$ cat src/rtl/hazard_pkg.sv
// -----------------------------------------------------------------------------
// hazard_pkg
// Shared types and helpers for the pipeline hazard controller.
//   hcu_state_e : controller FSM states (run / load-use wait / multi-cycle busy)
//   REG_ZERO    : architectural zero register address (x0), never a hazard source
//   hcu_hit     : load-use hazard compare between the EX load and the ID sources
// -----------------------------------------------------------------------------
package hazard_pkg;

    localparam int HCU_MAX_AW = 32;

    localparam logic [HCU_MAX_AW-1:0] REG_ZERO = 32'd0;

    typedef enum logic [1:0] {
        HCU_RUN       = 2'd0,
        HCU_LOAD_WAIT = 2'd1,
        HCU_MC_BUSY   = 2'd2
    } hcu_state_e;

    // Register addresses are zero-extended to HCU_MAX_AW by the caller so one
    // helper serves every REG_AW; writes to x0 are discarded and never hazard.
    function automatic logic hcu_hit(
        input logic                  mem_read,
        input logic [HCU_MAX_AW-1:0] rd,
        input logic [HCU_MAX_AW-1:0] rs1,
        input logic [HCU_MAX_AW-1:0] rs2,
        input logic                  use_rs1,
        input logic                  use_rs2
    );
        logic match_s;
        match_s = (use_rs1 && (rd == rs1)) || (use_rs2 && (rd == rs2));
        return mem_read && (rd != REG_ZERO) && match_s;
    endfunction

endpackage

$ cat src/rtl/hcu_checker.sv
// -----------------------------------------------------------------------------
// hcu_checker
// Protocol checks on the hazard controller inputs.
// Ports:
//   clk, rst         clock, synchronous active-high reset (checks disabled in reset)
//   in_mc_busy       controller currently in its multi-cycle busy state
//   branch_taken     branch resolved taken in EX
//   mc_start         multi-cycle op entering EX
//   id_ex_mem_read   load in EX
// -----------------------------------------------------------------------------
module hcu_checker (
    input logic clk,
    input logic rst,
    input logic in_mc_busy,
    input logic branch_taken,
    input logic mc_start,
    input logic id_ex_mem_read
);

    // EX is frozen while a multi-cycle op runs, so no branch can resolve there.
    a_no_branch_in_mc_busy: assert property (
        @(posedge clk) disable iff (rst) !(in_mc_busy && branch_taken)
    );

    // A load and a multi-cycle op cannot occupy the same EX slot.
    a_no_mc_start_with_load: assert property (
        @(posedge clk) disable iff (rst) !(mc_start && id_ex_mem_read)
    );

endmodule

$ cat src/rtl/hcu_perf_cnt.sv
// -----------------------------------------------------------------------------
// hcu_perf_cnt
// Three saturating event counters for the hazard controller.
// Ports:
//   clk, rst            clock, synchronous active-high clear
//   load_stall_inc      count one load-use bubble cycle
//   mc_stall_inc        count one multi-cycle hold cycle
//   flush_inc           count one branch flush
//   perf_load_stall / perf_mc_stall / perf_flush   counter values (CNT_W bits)
// Counters stick at all-ones instead of wrapping.
// -----------------------------------------------------------------------------
module hcu_perf_cnt #(
    parameter int CNT_W = 32
) (
    input  logic             clk,
    input  logic             rst,
    input  logic             load_stall_inc,
    input  logic             mc_stall_inc,
    input  logic             flush_inc,
    output logic [CNT_W-1:0] perf_load_stall,
    output logic [CNT_W-1:0] perf_mc_stall,
    output logic [CNT_W-1:0] perf_flush
);

    function automatic logic [CNT_W-1:0] sat_inc(input logic [CNT_W-1:0] val);
        logic [CNT_W-1:0] res_s;
        if (val == {CNT_W{1'b1}}) begin
            res_s = val;
        end else begin
            res_s = val + {{(CNT_W-1){1'b0}}, 1'b1};
        end
        return res_s;
    endfunction

    // Load-use bubble cycle counter
    always_ff @(posedge clk) begin
        if (rst) begin
            perf_load_stall <= {CNT_W{1'b0}};
        end else if (load_stall_inc) begin
            perf_load_stall <= sat_inc(perf_load_stall);
        end
    end

    // Multi-cycle hold cycle counter
    always_ff @(posedge clk) begin
        if (rst) begin
            perf_mc_stall <= {CNT_W{1'b0}};
        end else if (mc_stall_inc) begin
            perf_mc_stall <= sat_inc(perf_mc_stall);
        end
    end

    // Branch flush event counter
    always_ff @(posedge clk) begin
        if (rst) begin
            perf_flush <= {CNT_W{1'b0}};
        end else if (flush_inc) begin
            perf_flush <= sat_inc(perf_flush);
        end
    end

endmodule

$ cat src/rtl/hazard_ctrl_unit.sv
// -----------------------------------------------------------------------------
// hazard_ctrl_unit
// Pipeline hazard controller between the IF/ID and ID/EX registers of the
// 5-stage core: load-use stall (LOAD_LAT cycles), freeze during multi-cycle
// EX ops, and flush of younger stages on a taken branch.
// Parameters: REG_AW, LOAD_LAT (>=1), FLUSH_STAGES, CNT_W.
// Ports:
//   clk, rst                         clock, synchronous active-high reset
//   id_ex_mem_read, id_ex_rd         load in EX and its destination
//   if_id_rs1/rs2, if_id_use_rs1/2   ID sources and whether they are read
//   branch_taken, mc_start, mc_done  EX events (single-cycle pulses)
//   pc_write, if_id_write            front-end enables
//   id_ex_bubble, ex_hold, stall     stall controls
//   flush                            per-stage clear (bit0 = IF/ID)
//   perf_load_stall/mc_stall/flush   event counters
// Optional feature macro: HCU_PERF_CNT_EN enables the saturating perf
// counters; without it the counter ports are tied to zero.
// Outputs are combinational from state and inputs.
// -----------------------------------------------------------------------------
module hazard_ctrl_unit
    import hazard_pkg::*;
#(
    parameter int REG_AW       = 5,
    parameter int LOAD_LAT     = 1,
    parameter int FLUSH_STAGES = 2,
    parameter int CNT_W        = 32
) (
    input  logic                    clk,
    input  logic                    rst,
    input  logic                    id_ex_mem_read,
    input  logic [REG_AW-1:0]       id_ex_rd,
    input  logic [REG_AW-1:0]       if_id_rs1,
    input  logic [REG_AW-1:0]       if_id_rs2,
    input  logic                    if_id_use_rs1,
    input  logic                    if_id_use_rs2,
    input  logic                    branch_taken,
    input  logic                    mc_start,
    input  logic                    mc_done,
    output logic                    pc_write,
    output logic                    if_id_write,
    output logic                    id_ex_bubble,
    output logic                    ex_hold,
    output logic                    stall,
    output logic [FLUSH_STAGES-1:0] flush,
    output logic [CNT_W-1:0]        perf_load_stall,
    output logic [CNT_W-1:0]        perf_mc_stall,
    output logic [CNT_W-1:0]        perf_flush
);

    localparam int CW = $clog2(LOAD_LAT + 1);

    hcu_state_e    state_r;
    hcu_state_e    state_nxt_s;
    logic [CW-1:0] cnt_r;
    logic [CW-1:0] cnt_nxt_s;
    logic          hit_s;

    assign hit_s = hcu_hit(id_ex_mem_read,
                           HCU_MAX_AW'(id_ex_rd),
                           HCU_MAX_AW'(if_id_rs1),
                           HCU_MAX_AW'(if_id_rs2),
                           if_id_use_rs1,
                           if_id_use_rs2);

    // FSM state and load-wait counter registers
    always_ff @(posedge clk) begin
        if (rst) begin
            state_r <= HCU_RUN;
            cnt_r   <= {CW{1'b0}};
        end else begin
            state_r <= state_nxt_s;
            cnt_r   <= cnt_nxt_s;
        end
    end

    // Next-state and output decode; priority branch_taken > mc_start > hit
    always_comb begin
        state_nxt_s  = state_r;
        cnt_nxt_s    = cnt_r;
        pc_write     = 1'b1;
        if_id_write  = 1'b1;
        id_ex_bubble = 1'b0;
        ex_hold      = 1'b0;
        flush        = {FLUSH_STAGES{1'b0}};
        if (rst) begin
            // Outputs released during reset; the register resets state itself.
            state_nxt_s = HCU_RUN;
            cnt_nxt_s   = {CW{1'b0}};
        end else begin
            case (state_r)
                HCU_RUN: begin
                    if (branch_taken) begin
                        flush     = {FLUSH_STAGES{1'b1}};
                        cnt_nxt_s = {CW{1'b0}};
                    end else if (mc_start) begin
                        // The op only enters EX this cycle; hold starts next cycle.
                        state_nxt_s = HCU_MC_BUSY;
                    end else if (hit_s) begin
                        id_ex_bubble = 1'b1;
                        pc_write     = 1'b0;
                        if_id_write  = 1'b0;
                        if (LOAD_LAT > 1) begin
                            cnt_nxt_s   = CW'(LOAD_LAT - 1);
                            state_nxt_s = HCU_LOAD_WAIT;
                        end else begin
                            state_nxt_s = HCU_RUN;
                        end
                    end else begin
                        state_nxt_s = HCU_RUN;
                    end
                end
                HCU_LOAD_WAIT: begin
                    if (branch_taken) begin
                        flush       = {FLUSH_STAGES{1'b1}};
                        cnt_nxt_s   = {CW{1'b0}};
                        state_nxt_s = HCU_RUN;
                    end else begin
                        id_ex_bubble = 1'b1;
                        pc_write     = 1'b0;
                        if_id_write  = 1'b0;
                        cnt_nxt_s    = cnt_r - CW'(1);
                        if (cnt_r == CW'(1)) begin
                            state_nxt_s = HCU_RUN;
                        end else begin
                            state_nxt_s = HCU_LOAD_WAIT;
                        end
                    end
                end
                HCU_MC_BUSY: begin
                    // branch_taken cannot legally occur here and is ignored.
                    if (mc_done) begin
                        state_nxt_s = HCU_RUN;
                    end else begin
                        ex_hold     = 1'b1;
                        pc_write    = 1'b0;
                        if_id_write = 1'b0;
                    end
                end
                default: begin
                    state_nxt_s = HCU_RUN;
                    cnt_nxt_s   = {CW{1'b0}};
                end
            endcase
        end
    end

    assign stall = id_ex_bubble | ex_hold;

`ifdef HCU_PERF_CNT_EN
    hcu_perf_cnt #(
        .CNT_W (CNT_W)
    ) u_perf_cnt (
        .clk             (clk),
        .rst             (rst),
        .load_stall_inc  (id_ex_bubble),
        .mc_stall_inc    (ex_hold),
        .flush_inc       (|flush),
        .perf_load_stall (perf_load_stall),
        .perf_mc_stall   (perf_mc_stall),
        .perf_flush      (perf_flush)
    );
`else
    assign perf_load_stall = {CNT_W{1'b0}};
    assign perf_mc_stall   = {CNT_W{1'b0}};
    assign perf_flush      = {CNT_W{1'b0}};
`endif

    hcu_checker u_checker (
        .clk            (clk),
        .rst            (rst),
        .in_mc_busy     (state_r == HCU_MC_BUSY),
        .branch_taken   (branch_taken),
        .mc_start       (mc_start),
        .id_ex_mem_read (id_ex_mem_read)
    );

endmodule

$ cat config.mk
export PLATFORM = sky130hd
export DESIGN_NAME = hazard_ctrl_unit
export DESIGN_NICKNAME = d
export VERILOG_FILES = /design/src/rtl/hazard_pkg.sv /design/src/rtl/hcu_checker.sv /design/src/rtl/hcu_perf_cnt.sv /design/src/rtl/hazard_ctrl_unit.sv
export SDC_FILE = /design/constraint.sdc
export NUM_CORES = 1
export LEC_CHECK = 0
export ABC_CLOCK_PERIOD_IN_PS = 1600
export CAP_MARGIN = 20
export CORE_ASPECT_RATIO = 1.1
export CORE_MARGIN = 3
export CORE_UTILIZATION = 24
export DETAILED_ROUTE_END_ITERATION = 7
export GPL_ROUTABILITY_DRIVEN = 0
export PLACE_DENSITY_LB_ADDON = 0.05
export SLEW_MARGIN = 40
export SYNTH_ARGS = -nofsm -noshare
export SYNTH_HDL_FRONTEND = slang
export SYNTH_HIERARCHICAL = 1
export SYNTH_SLANG_ARGS = --single-unit
$ cat constraint.sdc
create_clock -name clk -period 1.6 [get_ports clk]
set_clock_uncertainty 0.2 [all_clocks]
set_input_delay 0.32 -clock clk [delete_from_list [all_inputs] [get_ports clk]]
set_output_delay 0.32 -clock clk [all_outputs]
set_load 0.05 [all_outputs]
Yosys cells after proc, flatten, opt, wreduce, memory -nomap -nowiden
Cells that the tools add are included.
{"block": "totals", "reg_bits": 3, "latch_bits": 0, "ram_bits": 0, "romBits": 0, "inputBits": 23, "output_inout_bits": 103, "wordCells": 50, "n_memories": 0}
{"block": "classes", "addsub": 1, "n_mul": 0, "div": 0, "magnitude_cmp": 0, "eq_ne": 7, "shift": 0, "n_mux": 28, "bitwise": 2, "n_reduce_logical": 10}
{"op": "$mux W1", "n": 18}
{"op": "$mux W2", "n": 6}
{"op": "$eq A5 B5 Y1", "n": 2}
{"op": "$ne A2 B2 Y1 const B", "n": 3}
{"op": "$pmux W1 S3", "n": 2}
{"op": "$pmux W2 S3", "n": 1}
{"op": "$reduce_bool A5 Y1", "n": 1}
{"op": "$logic_and A1 B1 Y1", "n": 4}
{"op": "$reduce_and A2 Y1", "n": 2}
{"op": "$eq A2 B1 Y1 const B", "n": 1}
{"op": "$eq A2 B2 Y1 const B", "n": 1}
{"op": "$logic_not A2 Y1", "n": 1}
{"op": "$pmux W1 S2", "n": 1}
{"op": "$reduce_or A2 Y1", "n": 1}
{"op": "$logic_or A1 B1 Y1", "n": 1}
{"op": "$not A1 Y1", "n": 1}
{"op": "$or A1 B1 Y1", "n": 1}
{"op": "$sub A1 B1 Y1 const B", "n": 1}

Depth between registers and ports, before layout
{"block": "depth", "depth_word": 10, "ltp_mapped": 6, "ltp_nobuf": 5}

Worst setup path before layout
No wires, ideal clock.
{"block": "synth_timing", "kind": "register to output", "from": "register state_r[1]", "to": "output port pc_write", "arrival_ps": 2502, "required_time_ps": 1080, "slack_ps": -1422, "stages_incl_launch_ff": 6, "path_buffers": 1, "cell_sequence": "dfxtp_1 > nor2b_1 > nor3b_1 > a21oi_1 > o21a_1 > buf_4"}
{"block": "synth_via", "elab_chain_len": 3}
{"item": "start, declared", "line_no": "hazard_ctrl_unit.sv:52", "source": "hcu_state_e state_r;"}
{"item": "start signal, assigned", "line_no": "hazard_ctrl_unit.sv:71", "source": "state_r <= state_nxt_s;"}
{"item": "$eq A2 B2 Y1 (tied with other cells)"}
{"item": "$pmux W1 S3 *"}
{"item": "$mux W1 *"}
{"item": "end, declared", "line_no": "hazard_ctrl_unit.sv:39", "source": "output logic pc_write,"}
Mark *: on every way between the ends. The rest lies on a longest branch, timed or not.

Final worst setup path
{"block": "layout_timing", "from": "input port id_ex_rd[2]", "to": "output port if_id_write"}
{"block": "layout_via", "elab_chain_len": 9}
{"item": "start, declared", "line_no": "hazard_ctrl_unit.sv:31", "source": "input logic [REG_AW-1:0] id_ex_rd,"}
{"item": "$eq A5 B5 Y1", "line_no": "hazard_pkg.sv:31", "source": "match_s = (use_rs1 && (rd == rs1)) || (use_rs2 && (rd == rs2));"}
{"item": "$logic_and A1 B1 Y1", "line_no": "hazard_pkg.sv:31"}
{"item": "$logic_or A1 B1 Y1", "line_no": "hazard_pkg.sv:31"}
{"item": "$logic_and A1 B1 Y1 *", "line_no": "hazard_pkg.sv:32", "source": "return mem_read && (rd != REG_ZERO) && match_s;"}
{"item": "$mux W1 *", "line_no": "hazard_ctrl_unit.sv:98", "source": "end else if (hit_s) begin"}
{"item": "$mux W1 *", "line_no": "hazard_ctrl_unit.sv:95", "source": "end else if (mc_start) begin"}
{"item": "$mux W1 *", "line_no": "hazard_ctrl_unit.sv:92", "source": "if (branch_taken) begin"}
{"item": "$pmux W1 S3 *", "line_no": "hazard_ctrl_unit.sv:90", "source": "case (state_r)"}
{"item": "$mux W1 *", "line_no": "hazard_ctrl_unit.sv:85", "source": "if (rst) begin"}
{"item": "end, declared", "line_no": "hazard_ctrl_unit.sv:40", "source": "output logic if_id_write,"}
Marks and branches as above.

==> impl_metrics.yaml <==
routing:
  wl_um: 2150
  via_per_inst: 2.97
  vias: 687
  drtIter0Drc: 9
  drc_errors: 0
  wl_per_cell_um: 9.30
  drt-pass1-iter-count: 2
  postRouteAntennaNets: 0
clocking:
  numCtsBuffers: 3
  clk_pin_slew_worst_paths_ns: 0.03
  cts_tree: "built"
  numClockSinks: 3
  htreeDepth: 1
  root_buffer: "clkbuf_8"
  clk_latency_ns: 0.21
  clockBufferDepth: 2
  cts_hold_buffers: 0
timing:
  setup_viol: 5
  hold_viol_final: 0
  setup_slack_ns: -0.500
  fmax_ghz: 0.476
  rsz0062_at_grt: "yes"
  slew_viol_final: 0
  min_period_ns: 2.10
  fin_crit_sh_pct: 131
logic_synthesis:
  postSynthCellCount: 140
  ys_ff_latch: 3
  ys_seq_area_share_pct: 5.77
  synth_cell_types: 19
  yosysWarnings: 6
  synth_area_per_cell_um2: 7.44
  syn-cell-area_um2: 1040
placed_design:
  numPortBuffers: 29
  hpwl_um: 1890
  pre_cts_ws_ns: -1.00
floorplanning:
  dieArea_um2: 5160
  start_util_pct: 25.5
  ios: 126
  fp.dieH_um: 75.1
  coreArea_um2: 4080
  die_w_um: 68.8
  num_rows: 24
grt:
  grt_overflow_total: 0
  grt.total_usage_pct: 7.59
  grt_pass1_vias: 615
  grt_max_degree: 6
  antenna_found_initial: 0
  grt_pass1_wl_um: 2860
power_and_ir_drop:
  ir_worst_vdd_mv: 0.279
  power.total_uw: 980
  power.density_nw_per_um2: 755
  total_leakage_power_uw: 0.000686
cells_and_area:
  layout_common_cells: "conb_1 (96), buf_2 (9), buf_6 (8)"
  drive_gt1_share_pct: 31.3
  nets: 203
  layout_commonest_cell: "conb_1"
  n_fill_cell: 452
  synthToLayoutAreaGrowth_pct: 24.6
  antenna_cells: 0
worst_hold_path:
  hp-class: "input pin to flip-flop"
status:
  violations: "negative setup slack"
  status: "complete, but fails checks"
worst_setup_path:
  setup.worst_path.class: "input pin to output pin"
  arrival_ns: 1.58
  startpoint_type: "input pin"
  cp-end-kind: "output pin"
  critPathMaxFanout: 3
  required_ns: 1.08
flow_run:
  maxCapViolCount: 0
-- synth_stat cells --
master,number,area [um2]
or3_1,1,6.26
dfxtp_1,3,60.1
a21oi_1,3,15.0
conb_1,1,3.75
o21ai_0,3,15.0
nor2_1,3,11.3
inv_1,3,11.3
or4_1,1,7.51
nor3b_1,1,7.51
o22ai_1,1,6.26
buf_4,98,736
xnor2_1,10,87.6
nand4_1,2,12.5
o2111ai_2,1,15.0
nor2b_1,1,6.26
nand2_1,3,11.3
nand2b_1,1,6.26
nor3_1,3,15.0
o21a_1,1,7.51
-- worst paths after layout --
| path | from | end | slack (ns) | cells past startpoint |
|---|---|---|---|---|
| max | id_ex_rd[2] | if_id_write | -0.50 | 5 |
| min | branch_taken | state_r[0] | 0.23 | 3 |
| max reg2reg | state_r[1] | cnt_r | 0.40 | 5 |
| min reg2reg | cnt_r | state_r[0] | 0.31 | 2 |
-- area by class of cell --
| cell class | count | area [um2] | area share, % |
|---|---|---|---|
| well taps | 52 | 65.1 | 5.01 |
| repair buffers | 38 | 384 | 29.6 |
| flip-flops and latches | 3 | 63.8 | 4.92 |
| inverters | 3 | 13.8 | 1.06 |
| multi-input cells | 131 | 726 | 55.9 |
| clock buffers | 4 | 45.0 | 3.47 |
-- routing by layer --
layer	share of wire, %	GRT usage (%)
met4	0.79	2.60
met3	18	4.63
met5	0	0
met1	26	6.41
met2	55	14.3
-- critical path, stage by stage --
cell and delay (ns):
buf_8 0.10, or4_4 0.54, o2111ai_4 0.27, o21a_4 0.20
buf_8 0.14
-- per-stage QoR --
step	area (um2)	hold slack [ns]	utilization (%)	setup TNS [ns]	cells
2_1_floorplan	1470	0.189	-	-1.53	235
3_3_place_gp	1160	0.309	28.4	-4.84	223
3_5_place_dp	1160	0.310	28.4	-4.84	223
4_1_cts	1240	0.228	30.3	-1.96	229
5_1_grt	1300	0.240	31.8	-2.31	231
6_report	1300	0.227	31.8	-1.95	231
-- state kept, by name, indices dropped and copies added, names as in the netlist --
register  count
state_r       2
cnt_r         1
-- report_power, final --
part	leakage (uW)	switching (uW)	internal, uW
Sequential	0.0000250	1.52	76.2
Combinational	0.000638	575	110
Clock	0.0000228	47.0	170
Total	0.000686	624	356
-- kinds of logic after synthesis --
kind of cell           share of synthesized area, %
AND/OR/NAND/NOR                                8.05
XOR/XNOR                                       8.41
buffers and inverters                          71.8
other                                         0.360
AO/OA/AOI/OAI                                  5.65
flip-flops                                     5.77
-- repair_timing --
action	in CTS	in global routing
pin swaps	19	5
setup endpoints to repair	7	7
setup buffers	2	2
resized for setup	91	12
endpoints found under the hold margin	0	0
(Power assumes the default switching activity.)
